$ cat config.mk
export PLATFORM = sky130hd
export DESIGN_NAME = riscv_fetch_flat
export DESIGN_NICKNAME = d
export VERILOG_FILES = /design/src/rtl/riscv_fetch_pkg.sv /design/src/rtl/riscv_fetch_if.sv /design/src/rtl/riscv_fetch_fifo.sv /design/src/rtl/riscv_fetch.sv /design/src/flat_wrapper.sv
export SDC_FILE = /design/constraint.sdc
export NUM_CORES = 1
export LEC_CHECK = 0
export CAP_MARGIN = 20
export CORE_UTILIZATION = 25
export DETAILED_ROUTE_END_ITERATION = 8
export GPL_TIMING_DRIVEN = 1
export SYNTH_ARGS = -nofsm -noshare
export SYNTH_HDL_FRONTEND = slang
export SYNTH_SLANG_ARGS = --single-unit
$ cat constraint.sdc
create_clock -name clk -period 9 [get_ports clk]
set_input_delay 1.8 -clock clk [delete_from_list [all_inputs] [get_ports clk]]
set_output_delay 1.8 -clock clk [all_outputs]
set_load 0.1 [all_outputs]
$ cat src/rtl/riscv_fetch_pkg.sv
// Shared types and constants for the instruction-fetch stage.
// Optional feature macro: RISCV_FETCH_MISALIGN_EXC_EN.
package riscv_fetch_pkg;

  typedef enum logic [1:0] {
    IDLE,
    RUN,
    DRAIN
  } fetch_state_e;

  localparam logic [31:0] NOP_INSTRUCTION = 32'h0000_0013;
  localparam logic [31:0] DEFAULT_RESET_ADDRESS = 32'h0000_0200;
  localparam int PC_INCREMENT = 4;

endpackage

$ cat src/rtl/riscv_fetch_if.sv
// Instruction-memory and decode-side signals of the fetch stage.
// Macro RISCV_FETCH_MISALIGN_EXC_EN adds fetch_misaligned.
interface riscv_fetch_if #(
  parameter int INST_ADDR_WIDTH = 32,
  parameter int INST_DATA_WIDTH = 32,
  parameter int PC_WIDTH = 32
);

  logic                       imem_req;
  logic [INST_ADDR_WIDTH-1:0] imem_address;
  logic                       imem_gnt;
  logic                       imem_rvalid;
  logic [INST_DATA_WIDTH-1:0] imem_rdata;
  logic                       stall;
  logic                       branch_taken;
  logic [PC_WIDTH-1:0]        branch_target;
  logic                       exception_taken;
  logic [PC_WIDTH-1:0]        exception_target;
  logic [INST_DATA_WIDTH-1:0] inst_data;
  logic [INST_ADDR_WIDTH-1:0] inst_address;
  logic                       inst_ready;
  logic                       inst_count;
`ifdef RISCV_FETCH_MISALIGN_EXC_EN
  logic                       fetch_misaligned;
`endif

  modport master (
`ifdef RISCV_FETCH_MISALIGN_EXC_EN
    output fetch_misaligned,
`endif
    output imem_req,
    output imem_address,
    output inst_data,
    output inst_address,
    output inst_ready,
    output inst_count,
    input  imem_gnt,
    input  imem_rvalid,
    input  imem_rdata,
    input  stall,
    input  branch_taken,
    input  branch_target,
    input  exception_taken,
    input  exception_target
  );

  modport slave (
`ifdef RISCV_FETCH_MISALIGN_EXC_EN
    input  fetch_misaligned,
`endif
    input  imem_req,
    input  imem_address,
    input  inst_data,
    input  inst_address,
    input  inst_ready,
    input  inst_count,
    output imem_gnt,
    output imem_rvalid,
    output imem_rdata,
    output stall,
    output branch_taken,
    output branch_target,
    output exception_taken,
    output exception_target
  );

endinterface

$ cat src/rtl/riscv_fetch_fifo.sv
// Prefetch FIFO holding {pc, instruction word} pairs.
// Clear wins over push/pop; push while full is allowed with a pop.
module riscv_fetch_fifo #(
  parameter int DATA_W = 32,
  parameter int ADDR_W = 32,
  parameter int DEPTH = 2,
  localparam int CW = $clog2(DEPTH + 1)
) (
  input  logic              clk,
  input  logic              reset,
  input  logic              push,
  input  logic [DATA_W-1:0] push_data,
  input  logic [ADDR_W-1:0] push_addr,
  input  logic              pop,
  input  logic              clear,
  output logic [DATA_W-1:0] head_data,
  output logic [ADDR_W-1:0] head_addr,
  output logic              full,
  output logic              empty,
  output logic [CW-1:0]     count
);

  localparam int PW = $clog2(DEPTH);

  logic [DATA_W-1:0] data_q [DEPTH];
  logic [ADDR_W-1:0] addr_q [DEPTH];
  logic [PW-1:0]     rd_ptr;
  logic [PW-1:0]     wr_ptr;
  logic              do_push;
  logic              do_pop;

  assign empty     = (count == '0);
  assign full      = (count == CW'(DEPTH));
  assign do_pop    = pop && !empty;
  assign do_push   = push && (!full || do_pop);
  assign head_data = data_q[rd_ptr];
  assign head_addr = addr_q[rd_ptr];

  // Storage, pointers and occupancy.
  always_ff @(posedge clk or posedge reset) begin
    if (reset) begin
      rd_ptr <= '0;
      wr_ptr <= '0;
      count  <= '0;
      for (int i = 0; i < DEPTH; i++) begin
        data_q[i] <= '0;
        addr_q[i] <= '0;
      end
    end else if (clear) begin
      rd_ptr <= '0;
      wr_ptr <= '0;
      count  <= '0;
    end else begin
      if (do_push) begin
        data_q[wr_ptr] <= push_data;
        addr_q[wr_ptr] <= push_addr;
        wr_ptr <= wr_ptr + PW'(1);
      end
      if (do_pop) begin
        rd_ptr <= rd_ptr + PW'(1);
      end
      count <= count + CW'(do_push) - CW'(do_pop);
    end
  end

endmodule

$ cat src/rtl/riscv_fetch.sv
// Fetch stage: PC, in-order imem requests, prefetch FIFO, redirects.
// Macro RISCV_FETCH_MISALIGN_EXC_EN: misaligned targets yield a NOP entry.
module riscv_fetch
  import riscv_fetch_pkg::*;
#(
  parameter int INST_ADDR_WIDTH = 32,
  parameter int INST_DATA_WIDTH = 32,
  parameter int PC_WIDTH = 32,
  parameter logic [31:0] RESET_ADDRESS = DEFAULT_RESET_ADDRESS,
  parameter int FIFO_DEPTH = 2
) (
  input logic           clk,
  input logic           reset,
  riscv_fetch_if.master bus
);

  localparam int CW = $clog2(FIFO_DEPTH + 1);
  localparam int QW = $clog2(FIFO_DEPTH);

  fetch_state_e               state_q;
  fetch_state_e               state_d;
  logic [PC_WIDTH-1:0]        pc;
  logic [PC_WIDTH-1:0]        raw_target;
  logic [PC_WIDTH-1:0]        target;
  logic [CW-1:0]              outstanding;
  logic [CW-1:0]              out_next;
  logic [CW-1:0]              occ;
  logic [CW:0]                inflight;
  logic                       redirect;
  logic                       issue;
  logic                       rsp;
  logic                       push_rsp;
  logic                       push;
  logic                       pop;
  logic                       empty;
  logic                       full;
  logic                       hold;
  logic [INST_DATA_WIDTH-1:0] push_data;
  logic [INST_ADDR_WIDTH-1:0] push_addr;
  logic [INST_DATA_WIDTH-1:0] head_data;
  logic [INST_ADDR_WIDTH-1:0] head_addr;
  logic [INST_ADDR_WIDTH-1:0] aq [FIFO_DEPTH];
  logic [QW-1:0]              aq_wr;
  logic [QW-1:0]              aq_rd;

  assign redirect   = bus.exception_taken || bus.branch_taken;
  assign raw_target = bus.exception_taken ? bus.exception_target
                                          : bus.branch_target;

`ifdef RISCV_FETCH_MISALIGN_EXC_EN
  logic nop_pend;
  logic mis_target;

  assign target     = raw_target;
  assign mis_target = (target[1:0] != 2'b00);

  // Misaligned redirect: park fetch and queue one NOP marker entry.
  always_ff @(posedge clk or posedge reset) begin
    if (reset) begin
      hold     <= 1'b0;
      nop_pend <= 1'b0;
    end else if (redirect) begin
      hold     <= mis_target;
      nop_pend <= mis_target;
    end else if (nop_pend) begin
      nop_pend <= 1'b0;
    end
  end

  assign bus.fetch_misaligned = hold && !empty;
  assign push      = push_rsp || (nop_pend && !redirect);
  assign push_data = nop_pend ? INST_DATA_WIDTH'(NOP_INSTRUCTION)
                              : bus.imem_rdata;
  assign push_addr = nop_pend ? INST_ADDR_WIDTH'(pc) : aq[aq_rd];
`else
  assign target    = raw_target & ~PC_WIDTH'(3);
  assign hold      = 1'b0;
  assign push      = push_rsp;
  assign push_data = bus.imem_rdata;
  assign push_addr = aq[aq_rd];
`endif

  assign issue    = bus.imem_req && bus.imem_gnt;
  assign rsp      = bus.imem_rvalid && (outstanding != '0);
  assign out_next = outstanding + CW'(issue) - CW'(rsp);
  assign inflight = (CW+1)'(outstanding) + (CW+1)'(occ);
  assign push_rsp = rsp && (state_q == RUN) && !redirect && !hold
                    && (!full || pop);
  assign pop      = !empty && !bus.stall && !redirect;

  assign bus.imem_req = (state_q == RUN) && !hold
                        && (inflight < (CW+1)'(FIFO_DEPTH));
  assign bus.imem_address = (state_q == IDLE) ? '0
                                              : INST_ADDR_WIDTH'(pc);

  assign bus.inst_ready   = !empty;
  assign bus.inst_count   = !empty;
  assign bus.inst_data    = empty ? '0 : head_data;
  assign bus.inst_address = empty ? '0 : head_addr;

  // Next state: leave RUN to drain stale responses after a redirect.
  always_comb begin
    state_d = state_q;
    unique case (state_q)
      IDLE:    state_d = RUN;
      RUN:     if (redirect && out_next != '0) state_d = DRAIN;
      DRAIN:   if (out_next == '0) state_d = RUN;
      default: state_d = IDLE;
    endcase
  end

  // State, PC and outstanding-request counter.
  always_ff @(posedge clk or posedge reset) begin
    if (reset) begin
      state_q     <= IDLE;
      pc          <= PC_WIDTH'(RESET_ADDRESS);
      outstanding <= '0;
    end else begin
      state_q     <= state_d;
      outstanding <= out_next;
      if (redirect) begin
        pc <= target;
      end else if (issue) begin
        pc <= pc + PC_WIDTH'(PC_INCREMENT);
      end
    end
  end

  // PCs of granted requests, consumed in order as responses return.
  always_ff @(posedge clk or posedge reset) begin
    if (reset) begin
      aq_wr <= '0;
      aq_rd <= '0;
      for (int i = 0; i < FIFO_DEPTH; i++) begin
        aq[i] <= '0;
      end
    end else begin
      if (issue) begin
        aq[aq_wr] <= INST_ADDR_WIDTH'(pc);
        aq_wr     <= aq_wr + QW'(1);
      end
      if (rsp) begin
        aq_rd <= aq_rd + QW'(1);
      end
    end
  end

  riscv_fetch_fifo #(
    .DATA_W (INST_DATA_WIDTH),
    .ADDR_W (INST_ADDR_WIDTH),
    .DEPTH  (FIFO_DEPTH)
  ) u_fifo (
    .clk       (clk),
    .reset     (reset),
    .push      (push),
    .push_data (push_data),
    .push_addr (push_addr),
    .pop       (pop),
    .clear     (redirect),
    .head_data (head_data),
    .head_addr (head_addr),
    .full      (full),
    .empty     (empty),
    .count     (occ)
  );

endmodule
$ cat src/flat_wrapper.sv
// flat-port wrapper written by rule: the top's interface ports become plain ports
module riscv_fetch_flat import riscv_fetch_pkg::*;
#(
  parameter int INST_ADDR_WIDTH = 32,
  parameter int INST_DATA_WIDTH = 32,
  parameter int PC_WIDTH = 32,
  parameter logic [31:0] RESET_ADDRESS = DEFAULT_RESET_ADDRESS,
  parameter int FIFO_DEPTH = 2
)
  (clk, reset, bus_imem_req, bus_imem_address, bus_inst_data, bus_inst_address, bus_inst_ready, bus_inst_count, bus_imem_gnt, bus_imem_rvalid, bus_imem_rdata, bus_stall, bus_branch_taken, bus_branch_target, bus_exception_taken, bus_exception_target);
  riscv_fetch_if #(.INST_ADDR_WIDTH(INST_ADDR_WIDTH), .INST_DATA_WIDTH(INST_DATA_WIDTH), .PC_WIDTH(PC_WIDTH)) bus_i ();
  input logic clk;
  input logic reset;
  output wire logic [$bits(bus_i.imem_req)-1:0] bus_imem_req;
  output wire logic [$bits(bus_i.imem_address)-1:0] bus_imem_address;
  output wire logic [$bits(bus_i.inst_data)-1:0] bus_inst_data;
  output wire logic [$bits(bus_i.inst_address)-1:0] bus_inst_address;
  output wire logic [$bits(bus_i.inst_ready)-1:0] bus_inst_ready;
  output wire logic [$bits(bus_i.inst_count)-1:0] bus_inst_count;
  input wire logic [$bits(bus_i.imem_gnt)-1:0] bus_imem_gnt;
  input wire logic [$bits(bus_i.imem_rvalid)-1:0] bus_imem_rvalid;
  input wire logic [$bits(bus_i.imem_rdata)-1:0] bus_imem_rdata;
  input wire logic [$bits(bus_i.stall)-1:0] bus_stall;
  input wire logic [$bits(bus_i.branch_taken)-1:0] bus_branch_taken;
  input wire logic [$bits(bus_i.branch_target)-1:0] bus_branch_target;
  input wire logic [$bits(bus_i.exception_taken)-1:0] bus_exception_taken;
  input wire logic [$bits(bus_i.exception_target)-1:0] bus_exception_target;
  assign bus_imem_req = bus_i.imem_req;
  assign bus_imem_address = bus_i.imem_address;
  assign bus_inst_data = bus_i.inst_data;
  assign bus_inst_address = bus_i.inst_address;
  assign bus_inst_ready = bus_i.inst_ready;
  assign bus_inst_count = bus_i.inst_count;
  assign bus_i.imem_gnt = bus_imem_gnt;
  assign bus_i.imem_rvalid = bus_imem_rvalid;
  assign bus_i.imem_rdata = bus_imem_rdata;
  assign bus_i.stall = bus_stall;
  assign bus_i.branch_taken = bus_branch_taken;
  assign bus_i.branch_target = bus_branch_target;
  assign bus_i.exception_taken = bus_exception_taken;
  assign bus_i.exception_target = bus_exception_target;
  riscv_fetch #(.INST_ADDR_WIDTH(INST_ADDR_WIDTH), .INST_DATA_WIDTH(INST_DATA_WIDTH), .PC_WIDTH(PC_WIDTH), .RESET_ADDRESS(RESET_ADDRESS), .FIFO_DEPTH(FIFO_DEPTH)) u_core (.clk(clk), .reset(reset), .bus(bus_i));
endmodule
==> metrics <==
final net count 1227; Worst path slowest cell clkdlybuf4s50_1; violation count after the first detailed-route iteration around 410; placed cell count 1628; total power roughly 4.1 mW; Async S/R FF share, synth between 90% and 100%; Root Driver clkbuf_16; DR vias about 7500; CP cell instances buf_4 -> mux2i_1 -> nor2_1 -> clkdlybuf4s50_1; hold buffer count at cts 0; Detailed Routing Iterations Pass 1 7; Max Fclk 187.4 MHz; DIE AREA around 43000 um^2; Final ANT Viol Nets 0; gr usage total roughly 13%; initial antenna violation count 1; DP HPWL around 18000 um; core area approximately 42000 um^2; EDFF count, synth 0; CTS Buffer Depth 3; gr ovfl total 0; top cells by area, synth dfrtp_1 (52%), mux2_2 (13%), mux2i_1 (8.9%); Synth top area share 52.49%; drt total wl about 27000 um; Mapped Cells around 960; global-route wire length before repair about 43000 um; Initial Util about a quarter; normalized max-slew margin around a quarter; RSZ-0062 raised after global routing false; reg2reg setup slack slightly below 6000 ps; Hold Vio Cnt, Final 0; Final min period ~5300 ps; Via density approximately 4.5; violated checks DRC; setup bufs post-CTS 0; synth unique cells 45; Critical Path End Type primary output; routed length per instance roughly 16 um; Pleak 5.712 nW; layout cells sized above 1 between 10% and 20%; worst path required time 7200 ps; count leader, synth dfrtp_1; routability congestion estimate 0.7595; cell row count 75; n_diodes 0; Die X roughly 210 um; worst slew pin tran ~1100 ps; status complete, but fails checks; Die Span Y between 200 and 250 um; largest net degree at the start of global routing about 110; Max Slew Vio Count 0; Hold Path Class reg -> reg; P per Cell Area roughly 290 nW/um^2; fin crit share between 50% and 60%; setup total negative slack 0 ps; Fillers 4265; Core Util, Final 33.37%; area delta synth->final 31.66%; YS warnings 0; Synth Area per Inst roughly 11 um^2; largest area contributor in the netlist dfrtp_1; IO Count ~200; later-pin clock latency in the skew report roughly 550 ps; number of global-route vias before repair roughly 7700; Clock Pin Slew Worst Setup and Hold Paths 60 ps; VDD IR max between 0.1 and 0.15 mV; max-cap violations 0; Seq cells post-synth between 200 and 250; slowest stage delay, CP 1190 ps; H-tree depth 1; Mapped Area 10630 um^2; Buffers on Ports 193; synth cell count leaders dfrtp_1 (223), mux2_2 (121), nor2_1 (105), mux2i_1 (95); crit path kind reg -> out; Worst EP arrival between 3000 and 4000 ps; Residual DRC 2; final setup violation count 0; Non-Filler Instances 1676; Post-synth top flop dfrtp_1; crit start category register; clk sink count between 200 and 250; register area share after synthesis between 50% and 60%; crit-path max FO 44; total CTS buffers 27; CTS tree done; Post-CTS Resized 0; Clock Skews ~10 ps
## cell type report
class,instances,area (um^2),area share [%]
inverter,12,52.55,0.3754
clock inverter,14,201.4,1.439
clock buffer,34,742.0,5.301
tap,539,674.4,4.818
sequential,224,5610,40.08
timing repair buffer,205,2022,14.45
multi-input combinational,648,4695,33.54
## per-layer routing
metal	wire length (um)	global-route usage, %	part of all wire [%]	vias up
met3	1918	3.849	7.1	32
met4	493	2.759	1.8	2
met5	9	0	0.034	-
li1	-	-	-	3626
met2	11540	18.91	43	195
met1	12870	17.61	48	3644
## placed cells by master, fill, tap and decap left out, types with 5 or more instances in the layout
cell type / n
a22oi_1: 6
dfrtp_1: 222
a211oi_1: 16
nor2b_1: 44
clkbuf_16: 27
nor2_1: 101
nor3_1: 9
buf_4: 12
nand2_1: 51
o21ai_0: 45
ha_1: 5
mux2_2: 121
nand4_1: 8
o22ai_1: 5
and4_1: 5
xor2_1: 12
a21oi_1: 53
nand3_1: 15
inv_1: 11
mux2i_1: 95
xnor2_1: 20
clkdlybuf4s50_1: 193
## critical path: cells and delay by family (launching register included)
family / cells / cell delay (ps)
buffers and inverters: 2 / 1940
flip-flops: 1 / 670
AND/OR/NAND/NOR: 1 / 190
multiplexers: 1 / 170
## stage by stage
stage / setup slack, ps / instance area, um^2 / hold slack [ps]
after floorplan: 1067 / 10640 / 449.2
after global placement: 4038 / 13050 / 460.9
after detailed placement: 4021 / 13050 / 469.9
after CTS: 3540 / 14000 / 482.9
after global routing: 3451 / 14000 / 499.7
final: 3664 / 14000 / 476.0
## kinds of logic (layout without fill, tap and decap cells)
| logic type | after synthesis | count (layout) | synth area share, % |
|---|---|---|---|
| buffers and inverters | 86 | 265 | 3.425 |
| DFF | 224 | 224 | 52.74 |
| other | 1 | 4 | 0.03527 |
| adders and majority gates | 6 | 6 | 0.7768 |
| AOI/OAI and AO/OA | 129 | 129 | 6.791 |
| and+or+nand+nor | 261 | 261 | 11.84 |
| muxes | 216 | 216 | 21.76 |
| xor gates and xnor gates | 32 | 32 | 2.636 |
## state kept, by name (all words and copies together) (netlist names)
register / flops
u_core.u_fifo.rd_ptr: 1
u_core.aq_wr: 1
u_core.aq: 60
u_core.u_fifo.count: 2
u_core.pc: 30
u_core.outstanding: 2
u_core.state_q: 2
u_core.u_fifo.wr_ptr: 1
u_core.aq_rd: 1
u_core.u_fifo.data_q: 64
u_core.u_fifo.addr_q: 60
## power breakdown
group	total, mW	switching [mW]	internal, mW
sequential	1.56	0.208	1.35
clock	1.15	0.444	0.702
combinational	1.40	0.857	0.545
## path summary, 6_finish.rpt
path                                                  to                      from  depth (start not counted)
worst max-delay path                bus_inst_address[15]      u_core.u_fifo.rd_ptr                          4
worst min-delay path            u_core.u_fifo.addr_q[31]  u_core.u_fifo.addr_q[31]                          2
worst max register to register             u_core.pc[14]    u_core.u_fifo.count[0]                          7
worst min register to register  u_core.u_fifo.addr_q[31]  u_core.u_fifo.addr_q[31]                          2
max in group asynchronous       u_core.u_fifo.data_q[12]                     reset                          3
min in group asynchronous        u_core.u_fifo.addr_q[5]                     reset                          2
No activity file was read; power rests on OpenSTA's default activity.
